===== src/rtl/if_id_skid_buffer.sv =====
// Two-entry elastic IF->ID register: head entry drives decode, skid entry absorbs
// one beat of decode stall so if_ready never depends on id_ready.
module if_id_skid_buffer #(
    parameter int                 PC_W      = 32,
    parameter int                 INSTR_W   = 30,
    parameter logic [INSTR_W-1:0] NOP_INSTR = 30'h1C000000,
    parameter int                 CNT_W     = 16
) (
    input  logic               clk,
    input  logic               rst,
    input  logic               if_valid,
    input  logic [PC_W-1:0]    if_pc,
    input  logic [INSTR_W-1:0] if_instr,
    output logic               if_ready,
    input  logic               flush,
    input  logic               id_ready,
    output logic               id_valid,
    output logic [PC_W-1:0]    id_pc,
    output logic [INSTR_W-1:0] id_instr,
    output logic [3:0]         id_opcode,
    output logic [CNT_W-1:0]   bubble_cnt
);

    logic [1:0]         count_p0;
    logic [1:0]         count_nxt;
    logic               vld_p0;
    logic [PC_W-1:0]    head_pc_p0;
    logic [INSTR_W-1:0] head_instr_p0;
    logic [PC_W-1:0]    skid_pc_p0;
    logic [INSTR_W-1:0] skid_instr_p0;
    logic               push;
    logic               pop;
    logic               load_head;
    logic               head_from_skid;
    logic               load_skid;

    function automatic logic [CNT_W-1:0] sat_inc(input logic [CNT_W-1:0] v);
        return (&v) ? v : v + {{(CNT_W-1){1'b0}}, 1'b1};
    endfunction

    assign vld_p0   = (count_p0 != 2'd0);
    assign if_ready = (count_p0 != 2'd2);
    assign id_valid = vld_p0;
    assign push     = if_valid && if_ready;
    assign pop      = vld_p0 && id_ready;

    always_comb begin
        load_head      = 1'b0;
        head_from_skid = 1'b0;
        load_skid      = 1'b0;
        count_nxt      = count_p0;
        case (count_p0)
            2'd0: begin
                if (push) begin
                    load_head = 1'b1;
                    count_nxt = 2'd1;
                end
            end
            2'd1: begin
                if (push && pop) begin
                    load_head = 1'b1;
                end else if (push) begin
                    load_skid = 1'b1;
                    count_nxt = 2'd2;
                end else if (pop) begin
                    count_nxt = 2'd0;
                end
            end
            2'd2: begin
                if (pop) begin
                    head_from_skid = 1'b1;
                    count_nxt      = 2'd1;
                end
            end
            default: count_nxt = 2'd0;
        endcase
        // Flush wins: any handshake this cycle still completes, but nothing survives.
        if (flush) begin
            count_nxt = 2'd0;
        end
    end

    always_ff @(posedge clk) begin
        if (!rst) begin
            count_p0   <= 2'd0;
            bubble_cnt <= '0;
        end else begin
            count_p0 <= count_nxt;
            if (!vld_p0) begin
                bubble_cnt <= sat_inc(bubble_cnt);
            end
        end
    end

    // ---- storage stage: data only, qualified by count_p0 ----
    always_ff @(posedge clk) begin
        if (load_head) begin
            head_pc_p0    <= if_pc;
            head_instr_p0 <= if_instr;
        end else if (head_from_skid) begin
            head_pc_p0    <= skid_pc_p0;
            head_instr_p0 <= skid_instr_p0;
        end
        if (load_skid) begin
            skid_pc_p0    <= if_pc;
            skid_instr_p0 <= if_instr;
        end
    end

    assign id_pc     = vld_p0 ? head_pc_p0 : '0;
    assign id_instr  = vld_p0 ? head_instr_p0 : NOP_INSTR;
    assign id_opcode = id_instr[29:26];

endmodule


===== config.mk =====
export PLATFORM = sky130hd
export DESIGN_NAME = if_id_skid_buffer
export DESIGN_NICKNAME = d
export VERILOG_FILES = /design/src/rtl/if_id_skid_buffer.sv
export SDC_FILE = /design/constraint.sdc
export NUM_CORES = 1
export LEC_CHECK = 0
export ABC_AREA = 1
export BUFFER_PORTS_ARGS = -buffer_cell sky130_fd_sc_hd__buf_2
export CAP_MARGIN = 20
export CORE_UTILIZATION = 35
export DETAILED_ROUTE_END_ITERATION = 10
export PLACE_DENSITY = 0.6
export SLEW_MARGIN = 0
export SYNTH_ARGS = -nofsm -noshare
export SYNTH_HDL_FRONTEND = slang
export SYNTH_SLANG_ARGS = --single-unit

===== constraint.sdc =====
create_clock -name clk -period 6.4 [get_ports clk]
set_input_delay 0.96 -clock clk [delete_from_list [all_inputs] [get_ports clk]]
set_output_delay 0.96 -clock clk [all_outputs]
set_load 0.05 [all_outputs]

Yosys cells after proc, flatten, opt, wreduce, memory -nomap -nowiden:

Cells that the tools add are included.

* add/sub/neg operators: 1
* eq/ne operators: 7
* multiplexer cells: 19
* bitwise gates (word level): 3
* reductions and logical operators: 10

Operators with widths (number)
* two-way mux 32 bit: 3
* two-way mux 30 bit: 3
* adder 16 x 1 -> 16 bit (second input constant): 1
* AND reduction 16 bit: 1
* two-way mux 2 bit: 5
* != test 2 bit (second input constant): 4
* two-way mux 1 bit: 6
* case mux 2 bit (3 select lines): 1
* AND reduction 4 bit: 1
* nonzero test 2 bit: 2
* logical AND 1 bit: 3
* != test 3 bit (second input constant): 1
* inverter 1 bit: 3
* == test 2 x 1 -> 1 bit (second input constant): 1
* == test 2 bit (second input constant): 1
* logical NOT 2 bit: 1
* case mux 1 bit (2 select lines): 1
* AND reduction 2 bit: 1
* OR reduction 2 bit: 1

* bits in registers: 142
* bits of input ports: 67
* output and inout port bits: 84
* word-level logic and storage cells: 46

Longest topological paths before layout:

Gate-level depths: netlist of the first run.

* depth in word-level cells: 6
* depth in mapped cells: 9
* mapped depth without buffers: 9

Worst setup path after synthesis of the first run:

Ideal clock, no wire load.

* kind: input port to flip-flop
* start point: input id_ready
* end point: register head_instr_p0[0] (enable)
* setup time: 0.568 ns
* data arrival time: 5.377 ns
* required time: 5.832 ns
* setup slack: 0.455 ns
* cell stages on the path: 2
* buffers on the path: 0
* cells stage by stage: inv_1 -> o21ai_0

* word-level cells in the longest chain between the ends: 5
* elaborated cells between the ends (all ways): 7
* classes of those cells: mux: 4; reduce/logical: 3

Ends and longest elaborated chain
* start, declared: line 16 `input logic id_ready,`
* logical AND 1 bit (*): line 45 `assign pop = vld_p0 && id_ready;`
* logical AND 1 bit: line 60 `if (push && pop) begin`
* two-way mux 1 bit: line 60
* case mux 1 bit (2 select lines): line 52 `case (count_p0)`
* nonzero test 2 bit (no source line) (*)
* end signal, assigned: line 99 `head_instr_p0 <= if_instr;`
* end signal, assigned: line 102 `head_instr_p0 <= skid_instr_p0;`
* end, declared: line 28 `logic [INSTR_W-1:0] head_instr_p0;`

Every way passes the cells marked *; elsewhere a longest branch is shown, timed or not.
A chain may end at the register's enable or synchronous reset.

Worst setup path after layout of the first run:

* start point: register count_p0[1]
* end point: output id_opcode[2]

* word-level cells in the longest chain between the ends: 2

Ends and longest elaborated chain
* start, declared: line 24 `logic [1:0] count_p0;`
* start signal, assigned: line 88 `count_p0 <= count_nxt;`
* nonzero test 2 bit: line 41 `assign vld_p0 = (count_p0 != 2'd0);`
* two-way mux 30 bit: line 111 `assign id_instr = vld_p0 ? head_instr_p0 : NOP_INSTR;`
* end, declared: line 20 `output logic [3:0] id_opcode,`

Every way passes these cells.

==> impl_metrics.ini, run 1 <==
[status]
status = completed

[global_route]
gr-usage-met3 = 0.0441
grt_pass1_vias = 3832
grt_pass1_wl_mm = 19.0
overflow = 0
grt_util_met2 = 0.235
grtUsageMet1 = 0.154
antenna_found_initial = 0
grt_use_total = 0.137
grt_busiest_layer = met2
grt_max_degree = 65

[cts]
clk_path_buf_depth = 2
cts_setup_buffers = 0
cts_tree = done
clk_pin_slew_ns = 0.06
htree_levels = 4
cts_root_buffer = clkbuf_16
worstSkewPairLatency_ns = 0.42
clock_sinks = 142
hold_buffers = 0
numCtsBuffers = 17
post_cts_resized = 0

[placed_design]
postPlaceCellArea_um2 = 7270
dp_cells = 845
dp_hpwl_mm = 8.44
portBuffers = 150
gp_congestion = 0.794

[sta]
finalHoldViolations = 0
period_needed_ns = 3.24
tns_ns = 0
relSlewSlack = 0.436
drv_slew = 0
fin_worst_skew_ns = 0.00681
worstMarginPinSlew_ns = 0.846
setup_viol = 0
whs_ns = 0.546
rsz0062_at_grt = false
timing.fmax_mhz = 308
post-route-period-util = 0.507

[cells_and_area]
drive_above_1_share = 0.419
final_util = 0.447
nFillCells = 1628
fin_area_um2 = 7840
syn_to_final_growth_pct = 23.2
final_cell_count_no_fill = 877
diodes = 0
num-nets-final = 707

[critical_path]
reg2reg_from = count_p0[1]
crit_type = register to output port
setup.worst_path.start_class = register
cp.arrival_ns = 2.28
crit_required_ns = 5.44
cp_max_fo = 35
startpoint = count_p0[1]
cp-end-kind = output port

[synthesis]
yosys.area.top_type = edfxtp_1
yosysWarnings = 0
synth_ff_type = edfxtp_1
async_flop_share = 0
synth.top_cells.by_area = edfxtp_1, mux2_4, dfxtp_1
ys_ff_latch = 142
synth_commonest_cells = edfxtp_1, nor2_1, inv_1
syn-cell-area_um2 = 6360
yosysSeqAreaShare = 0.642
synth-edff-count = 124
synth_nets = 554
synth_cells = 486
synth_top_area_share = 0.585
syn_avg_cell_area_um2 = 13.1
synthMostInstantiatedCell = edfxtp_1
ys_types = 32

[min_path]
hold_path_startpoint = skid_instr_p0[1]
hold_class = register to register

[floorplan]
die_y_um = 137
num_io_pins = 151
die-area_um2 = 18700
initial_core_util = 0.363
rows = 48
dieWidth_um = 137
core-area_um2 = 17500

[detailed_routing]
drc = 0
wirelength_mm = 12.2
viasPerCell = 4.47
first_iter_violations = 206
post_drt_wl_per_cell_um = 13.9
postRouteAntennaNets = 0
first_pass_iters = 6
num_vias = 3920

[pwr]
ir_drop_v = 0.000205
powerDensity_nw_per_um2 = 284
leakage_nw = 3.50

[job]
cap_violations = 0
[registers in the layout, summed over array words and instances (netlist names)]
| register | cells |
|---|---|
| head_instr_p0 | 30 |
| count_p0 | 2 |
| head_pc_p0 | 32 |
| bubble_cnt | 16 |
| skid_pc_p0 | 32 |
| skid_instr_p0 | 30 |
[area by class of cell]
| type | count | area [um2] | area share |
|---|---|---|---|
| well taps | 225 | 282 | 0.0359 |
| inverters | 75 | 282 | 0.0359 |
| clock buffers | 19 | 433 | 0.0552 |
| repair buffers | 153 | 773 | 0.0986 |
| multi-input cells | 250 | 1850 | 0.236 |
| flip-flops and latches | 142 | 4080 | 0.521 |
| clock inverters | 13 | 140 | 0.0179 |
[placed cells by master, fill, tap and decap left out, types with 2 or more instances in the layout]
master      Yosys  layout
a21oi_1         9       9
a21oi_2         2       2
buf_2           0     150
buf_4           5       3
bufinv_16       0       2
clkbuf_1        4       2
clkbuf_16       0      17
clkinv_1        0       2
clkinvlp_4      0       4
dfxtp_1        18      18
edfxtp_1      124     124
inv_1          71      71
inv_2           4       4
inv_6           0       2
mux2_2          3       3
mux2_4         59      59
nand2_1        39      39
nand2_2         4       4
nand3_1         9       9
nand3_2         3       3
nor2_1         95      94
nor2_4          8       9
nor3_1          2       2
o21ai_0         5       4
or2_2           3       3
[worst max-delay path, cell delays in order (launching register included)]
cell     delay, ns
dfxtp_1       0.37
nor2_4        0.60
buf_4         0.45
or2_2         0.18
buf_2         0.26
[through the flow]
stage          setup slack [ns]  power [mW]
2_1_floorplan             0.455        1.24
3_3_place_gp               3.52        1.29
3_5_place_dp               3.49        1.30
4_1_cts                    3.08        2.25
5_1_grt                    3.02        2.31
6_report                   3.16        2.23
[final timing paths]
check | cells after the start | to | slack, ns
max | 4 | id_opcode[2] | 3.16
min reg2reg | 1 | head_instr_p0[1] | 0.55
max reg2reg | 6 | head_instr_p0[20] | 4.12
min | 1 | head_instr_p0[1] | 0.55
[power by group]
| part | total, mW | internal, mW | switching, mW | leakage, nW |
|---|---|---|---|---|
| clock | 0.955 | 0.575 | 0.380 | 0.267 |
| sequential | 1.06 | 1.05 | 0.0109 | 1.31 |
| combinational | 0.215 | 0.0790 | 0.136 | 1.93 |
| total | 2.23 | 1.70 | 0.527 | 3.50 |
[routing by layer]
| layer | routed length [um] | share of wire |
|---|---|---|
| met1 | 5010 | 0.41 |
| met3 | 738 | 0.060 |
| met4 | 213 | 0.017 |
| met5 | 0 | 0 |
| met2 | 6250 | 0.51 |
[cells by family after synthesis]
kind of cell,after synthesis,synth area share
buf+inv,94,0.0712
mux,62,0.144
fa+ha+maj,1,0.00197
flops,142,0.642
simple gates,170,0.126
compound gates,17,0.0147
Note: power is estimated with default switching activity, not from simulation.
==> inputs of run 2 (changes only) <==
==> constraint.sdc (replaced) <==
create_clock -name clk -period 3.06 [get_ports clk]
set_input_delay 0.459 -clock clk [delete_from_list [all_inputs] [get_ports clk]]
set_output_delay 0.459 -clock clk [all_outputs]
set_load 0.05 [all_outputs]
==> run 2 against run 1 <==
Combinational power grew 110%. Total power grew 120%. Sequential cell count is the same. Final cell count grew 0.23%. Highest routed layer is now met5. Sequential share of layout area shrank 0.92 points. Wire length grew 2.1%. Design area grew 1.8%. Clock skew grew 0.0020 ns. Via count shrank 0.77%. Sequential power grew 110%. Register-to-register slack lost 3.0 ns. Clock-buffer cell count shrank 2.
==> impl_metrics.ini, run 2 (synthesis results as in run 1) <==
[pwr]
clkPwrFrac = 0.464
switchingPower_mw = 1.09
finalPower_mw = 4.98
netSwitchingFraction = 0.220
power.share.sequential = 0.444
leakage_nw = 3.57
ir_drop_v = 0.000362
power_frac_comb = 0.092
power.internal_mw = 3.89
powerDensity_nw_per_um2 = 624

[global_route]
antenna_found_initial = 2
overflow = 0
grt_max_degree = 65
grt_use_total = 0.145
grt_pass1_vias = 4140
grt_pass1_wl_mm = 20.3

[cells_and_area]
syn_to_final_growth_pct = 25.4
multi_input_area_um2 = 1850
nFillCells = 1617
final_cell_mix = buf_2, edfxtp_1, nor2_1
seqCellArea_um2 = 4080
drive_above_1_share = 0.423
final_common_cell = buf_2
fin_area_um2 = 7980
reg.largest.list = head_pc_p0: 32 flops, skid_pc_p0: 32 flops
num-nets-final = 708

[cts]
cts_root_buffer = clkbuf_16
htree_levels = 4
hold_buffers = 0
clk_pin_slew_ns = 0.06
clk_path_buf_depth = 2
cts_tree = done
cts_setup_buffers = 0
clock_sinks = 142
post_cts_resized = 0
worstSkewPairLatency_ns = 0.41
numCtsBuffers = 17

[sta]
setup_viol = 0
post-route-period-util = 0.775
whs_ns = 0.234
fin_worst_skew_ns = 0.00886
rsz0062_at_grt = false
timing.fmax_mhz = 422
drv_slew = 0
finalHoldViolations = 0
relSlewSlack = 0.524
period_needed_ns = 2.37
tns_ns = 0
worstMarginPinSlew_ns = 0.713

[floorplan]
dieWidth_um = 137
num_io_pins = 151
core-area_um2 = 17500
die_y_um = 137
initial_core_util = 0.363
rows = 48
die-area_um2 = 18700

[job]
cap_violations = 0

[critical_path]
cpMaxStageDelayCell = nor2_4
setup.worst_path.start_class = register
path_cells = nor2_4 > buf_12 > or2_2 > buf_2
ff2ff_setup_slack_ns = 1.10
cpPeakStageDelay_ns = 0.45
crit_required_ns = 2.60
cp_max_fo = 34
crit_type = register to output port
cp.arrival_ns = 1.91
reg2reg_from = count_p0[1]
cp-end-kind = output port
reg2regPathDepth = 6
rr_endpoint = head_instr_p0[24]

[placed_design]
postPlaceCellArea_um2 = 7310
portBuffers = 150
gp_congestion = 0.737
dp_hpwl_mm = 8.55

[detailed_routing]
viasPerCell = 4.43
postRouteAntennaNets = 0
num_vias = 3890
wirelength_mm = 12.5
drc = 0
first_pass_iters = 4
first_iter_violations = 183
post_drt_wl_per_cell_um = 14.2

[min_path]
hold_end = skid_instr_p0[6]
hold_path_startpoint = if_instr[6]
hold_class = input pin to register
whs_path_depth = 1

[status]
status = completed
## run 2: changes by cell type in the layout (fill, tap and decap cells not counted), moves of 2 or more
cell       change
buf_12         +3
buf_4          -2
bufinv_16      +4
clkbuf_1       -2
## run 2: through the flow
stage | setup slack [ns] | utilization | std cells
3_5_place_dp | 0.967 | 0.417 | 846
3_3_place_gp | 1.02 | 0.417 | 846
4_1_cts | 0.629 | 0.455 | 878
2_1_floorplan | 0.0970 | - | 486
5_1_grt | 0.542 | 0.455 | 878
6_report | 0.689 | 0.455 | 879
## run 2: worst max path at each step
stage,to,startpoint,depth (start not counted),slack (ns)
floorplan,head_instr_p0[0],count_p0[1],2,0.1
global placement,head_instr_p0[22],if_valid,6,1.02
detailed placement,head_instr_p0[9],if_valid,6,0.97
CTS,id_opcode[2],count_p0[1],4,0.63
global route,id_opcode[2],count_p0[1],4,0.54
finish,id_opcode[2],count_p0[1],4,0.69
## run 2: final cells by class
| class | instances | area share |
|---|---|---|
| Timing Repair Buffer | 154 | 0.103 |
| Multi-Input combinational cell | 250 | 0.231 |
| Tap cell | 225 | 0.0353 |
| Clock inverter | 15 | 0.0303 |
| Sequential cell | 142 | 0.512 |
| Inverter | 75 | 0.0353 |
| Antenna cell | 1 | 0.000314 |
| Clock buffer | 17 | 0.0533 |
## run 2: layer usage
metal,global-route usage,share of wire
met5,0,0.00080
met4,0.0556,0.015
met3,0.0474,0.060
met2,0.252,0.50
met1,0.165,0.42
## run 2: critical path, delay by kind of cell, from the launching register on
family	cells	cell delay (ns)
AND/OR/NAND/NOR	2	0.60
buffers and inverters	2	0.53
flip-flops	1	0.36
## run 2: power by group through the flow
stage	combinational (mW)	clock (mW)	sequential (mW)
after detailed placement	0.465	0	2.25
after global routing	0.497	2.44	2.22
final	0.457	2.31	2.21
after global placement	0.456	0	2.25
after floorplan	0.328	0	2.26
after CTS	0.467	2.36	2.21
==> inputs of run 3 (changes only) <==
==> constraint.sdc (replaced) <==
create_clock -name clk -period 2.45 [get_ports clk]
set_input_delay 0.3675 -clock clk [delete_from_list [all_inputs] [get_ports clk]]
set_output_delay 0.3675 -clock clk [all_outputs]
set_load 0.05 [all_outputs]
==> run 3 against run 2 <==
Wire length down 5.9%. Combinational power up 25%. Largest power group unchanged. Final cell count up 0.46%. Non-clock buffer count up 5. Total power up 23%. Largest cell class unchanged. Hold slack worse by 0.093 ns. Core utilization up 0.071 points.
==> impl_metrics.ini, run 3 (synthesis results as in run 1) <==
[detailed_routing]
first_pass_iters = 4
num_vias = 3854
wirelength_mm = 11.7
post_drt_wl_per_cell_um = 13.3
postRouteAntennaNets = 0
first_iter_violations = 152
drc = 0
viasPerCell = 4.36

[critical_path]
cp_max_fo = 29
ff2ff_setup_slack_ns = 0.58
reg2regPathDepth = 6
cp_top_family = buffers and inverters
cp.arrival_ns = 1.69
crit_type = register to output port
critPathBufInv = 2
crit_required_ns = 2.08
rr_endpoint = head_pc_p0[8]
cpMaxStageDelayCell = dfxtp_1
setup.worst_path.start_class = register
path_cells = nor2_4 > buf_4 > or2_2 > buf_2
cpPeakStageDelay_ns = 0.42
reg2reg_from = count_p0[1]
cp-end-kind = output port

[cells_and_area]
num-nets-final = 713
syn_to_final_growth_pct = 25.6
final_cell_mix = buf_2, edfxtp_1, nor2_1
diodes = 0
drive_above_1_share = 0.426
reg.largest.list = head_pc_p0: 32 flops, skid_pc_p0: 32 flops
final_common_cell = buf_2

[floorplan]
die-area_um2 = 18700
num_io_pins = 151
dieWidth_um = 137
core-area_um2 = 17500
die_y_um = 137
rows = 48
initial_core_util = 0.363

[sta]
relSlewSlack = 0.653
timing.fmax_mhz = 485
rsz0062_at_grt = false
post-route-period-util = 0.841
worstMarginPinSlew_ns = 0.519
finalHoldViolations = 0
fin_worst_skew_ns = 0.00676
fin_ws_ns = 0.390
drv_slew = 0
tns_ns = 0
period_needed_ns = 2.06
setup_viol = 0

[min_path]
hold_class = input pin to register
whs_path_depth = 1
hold_path_startpoint = if_instr[0]
hold_end = skid_instr_p0[0]

[placed_design]
dp_slack_ns = 0.573
gp_congestion = 0.751
portBuffers = 150
dp_hpwl_mm = 8.45

[pwr]
netSwitchingFraction = 0.224
clkPwrFrac = 0.457
leakage_nw = 3.58
ir_drop_v = 0.000447
power.internal_mw = 4.76
power_frac_comb = 0.093
power.share.sequential = 0.450
powerDensity_nw_per_um2 = 768
switchingPower_mw = 1.38

[job]
cap_violations = 0

[global_route]
grt_use_total = 0.130
grt_pass1_vias = 3777
grt_pass1_wl_mm = 18.3
overflow = 0
grt_max_degree = 63
antenna_found_initial = 0

[cts]
clock_sinks = 142
post_cts_resized = 0
htree_levels = 4
worstSkewPairLatency_ns = 0.42
numCtsBuffers = 17
cts_root_buffer = clkbuf_16
clk_pin_slew_ns = 0.06
hold_buffers = 0
cts_setup_buffers = 0
cts_tree = done
clk_path_buf_depth = 2

[status]
status = completed
==> run 3: changes by cell type in the layout (fill, tap and decap cells not counted), sizes merged <==
cell and change:
bufinv -1, diode -1, clkinv -2, clkbuf +2, buf +5, inv +1
==> run 3: worst max path at each step <==
stage	from	to	slack [ns]	cells past startpoint
2_1_floorplan	count_p0[1]	head_instr_p0[0]	0.08	2
3_3_place_gp	id_ready	head_pc_p0[3]	0.59	6
3_5_place_dp	count_p0[1]	head_pc_p0[8]	0.57	6
4_1_cts	count_p0[1]	id_opcode[0]	0.35	4
5_1_grt	count_p0[1]	id_instr[28]	0.28	4
6_report	count_p0[1]	id_opcode[1]	0.39	4
==> run 3: power by group through the flow <==
stage | logic [mW] | registers [mW] | clock network, mW
final | 0.572 | 2.76 | 2.80
after global routing | 0.616 | 2.77 | 2.96
after CTS | 0.583 | 2.76 | 2.86
after detailed placement | 0.581 | 2.81 | 0
after global placement | 0.570 | 2.81 | 0
after floorplan | 0.412 | 2.83 | 0
==> run 3: area by class of cell <==
type                            count  area, um2
Clock buffer                       19        433
Multi-Input combinational cell    250       1850
Fill cell                        1601       9540
Clock inverter                     13        211
Tap cell                          225        282
Sequential cell                   142       4080
Inverter                           75        282
Timing Repair Buffer              159        856
==> run 3: per-stage QoR <==
step / instances / total power, mW / hold WS, ns / instance area (um2) / util
floorplan: 486 / 3.24 / 0.466 / 6380 / -
global route: 883 / 6.35 / 0.123 / 7990 / 0.456
detailed placement: 851 / 3.39 / 0.526 / 7350 / 0.419
global placement: 851 / 3.38 / 0.528 / 7350 / 0.419
CTS: 883 / 6.20 / 0.121 / 7990 / 0.456
finish: 883 / 6.14 / 0.141 / 7990 / 0.456
==> run 3: layer usage <==
metal / vias to the layer above / GRT usage / share of wire
li1: 1931 / - / -
met1: 1812 / 0.155 / 0.43
met2: 95 / 0.215 / 0.50
met3: 16 / 0.0370 / 0.055
met4: 0 / 0.0659 / 0.019
met5: - / 0 / 0
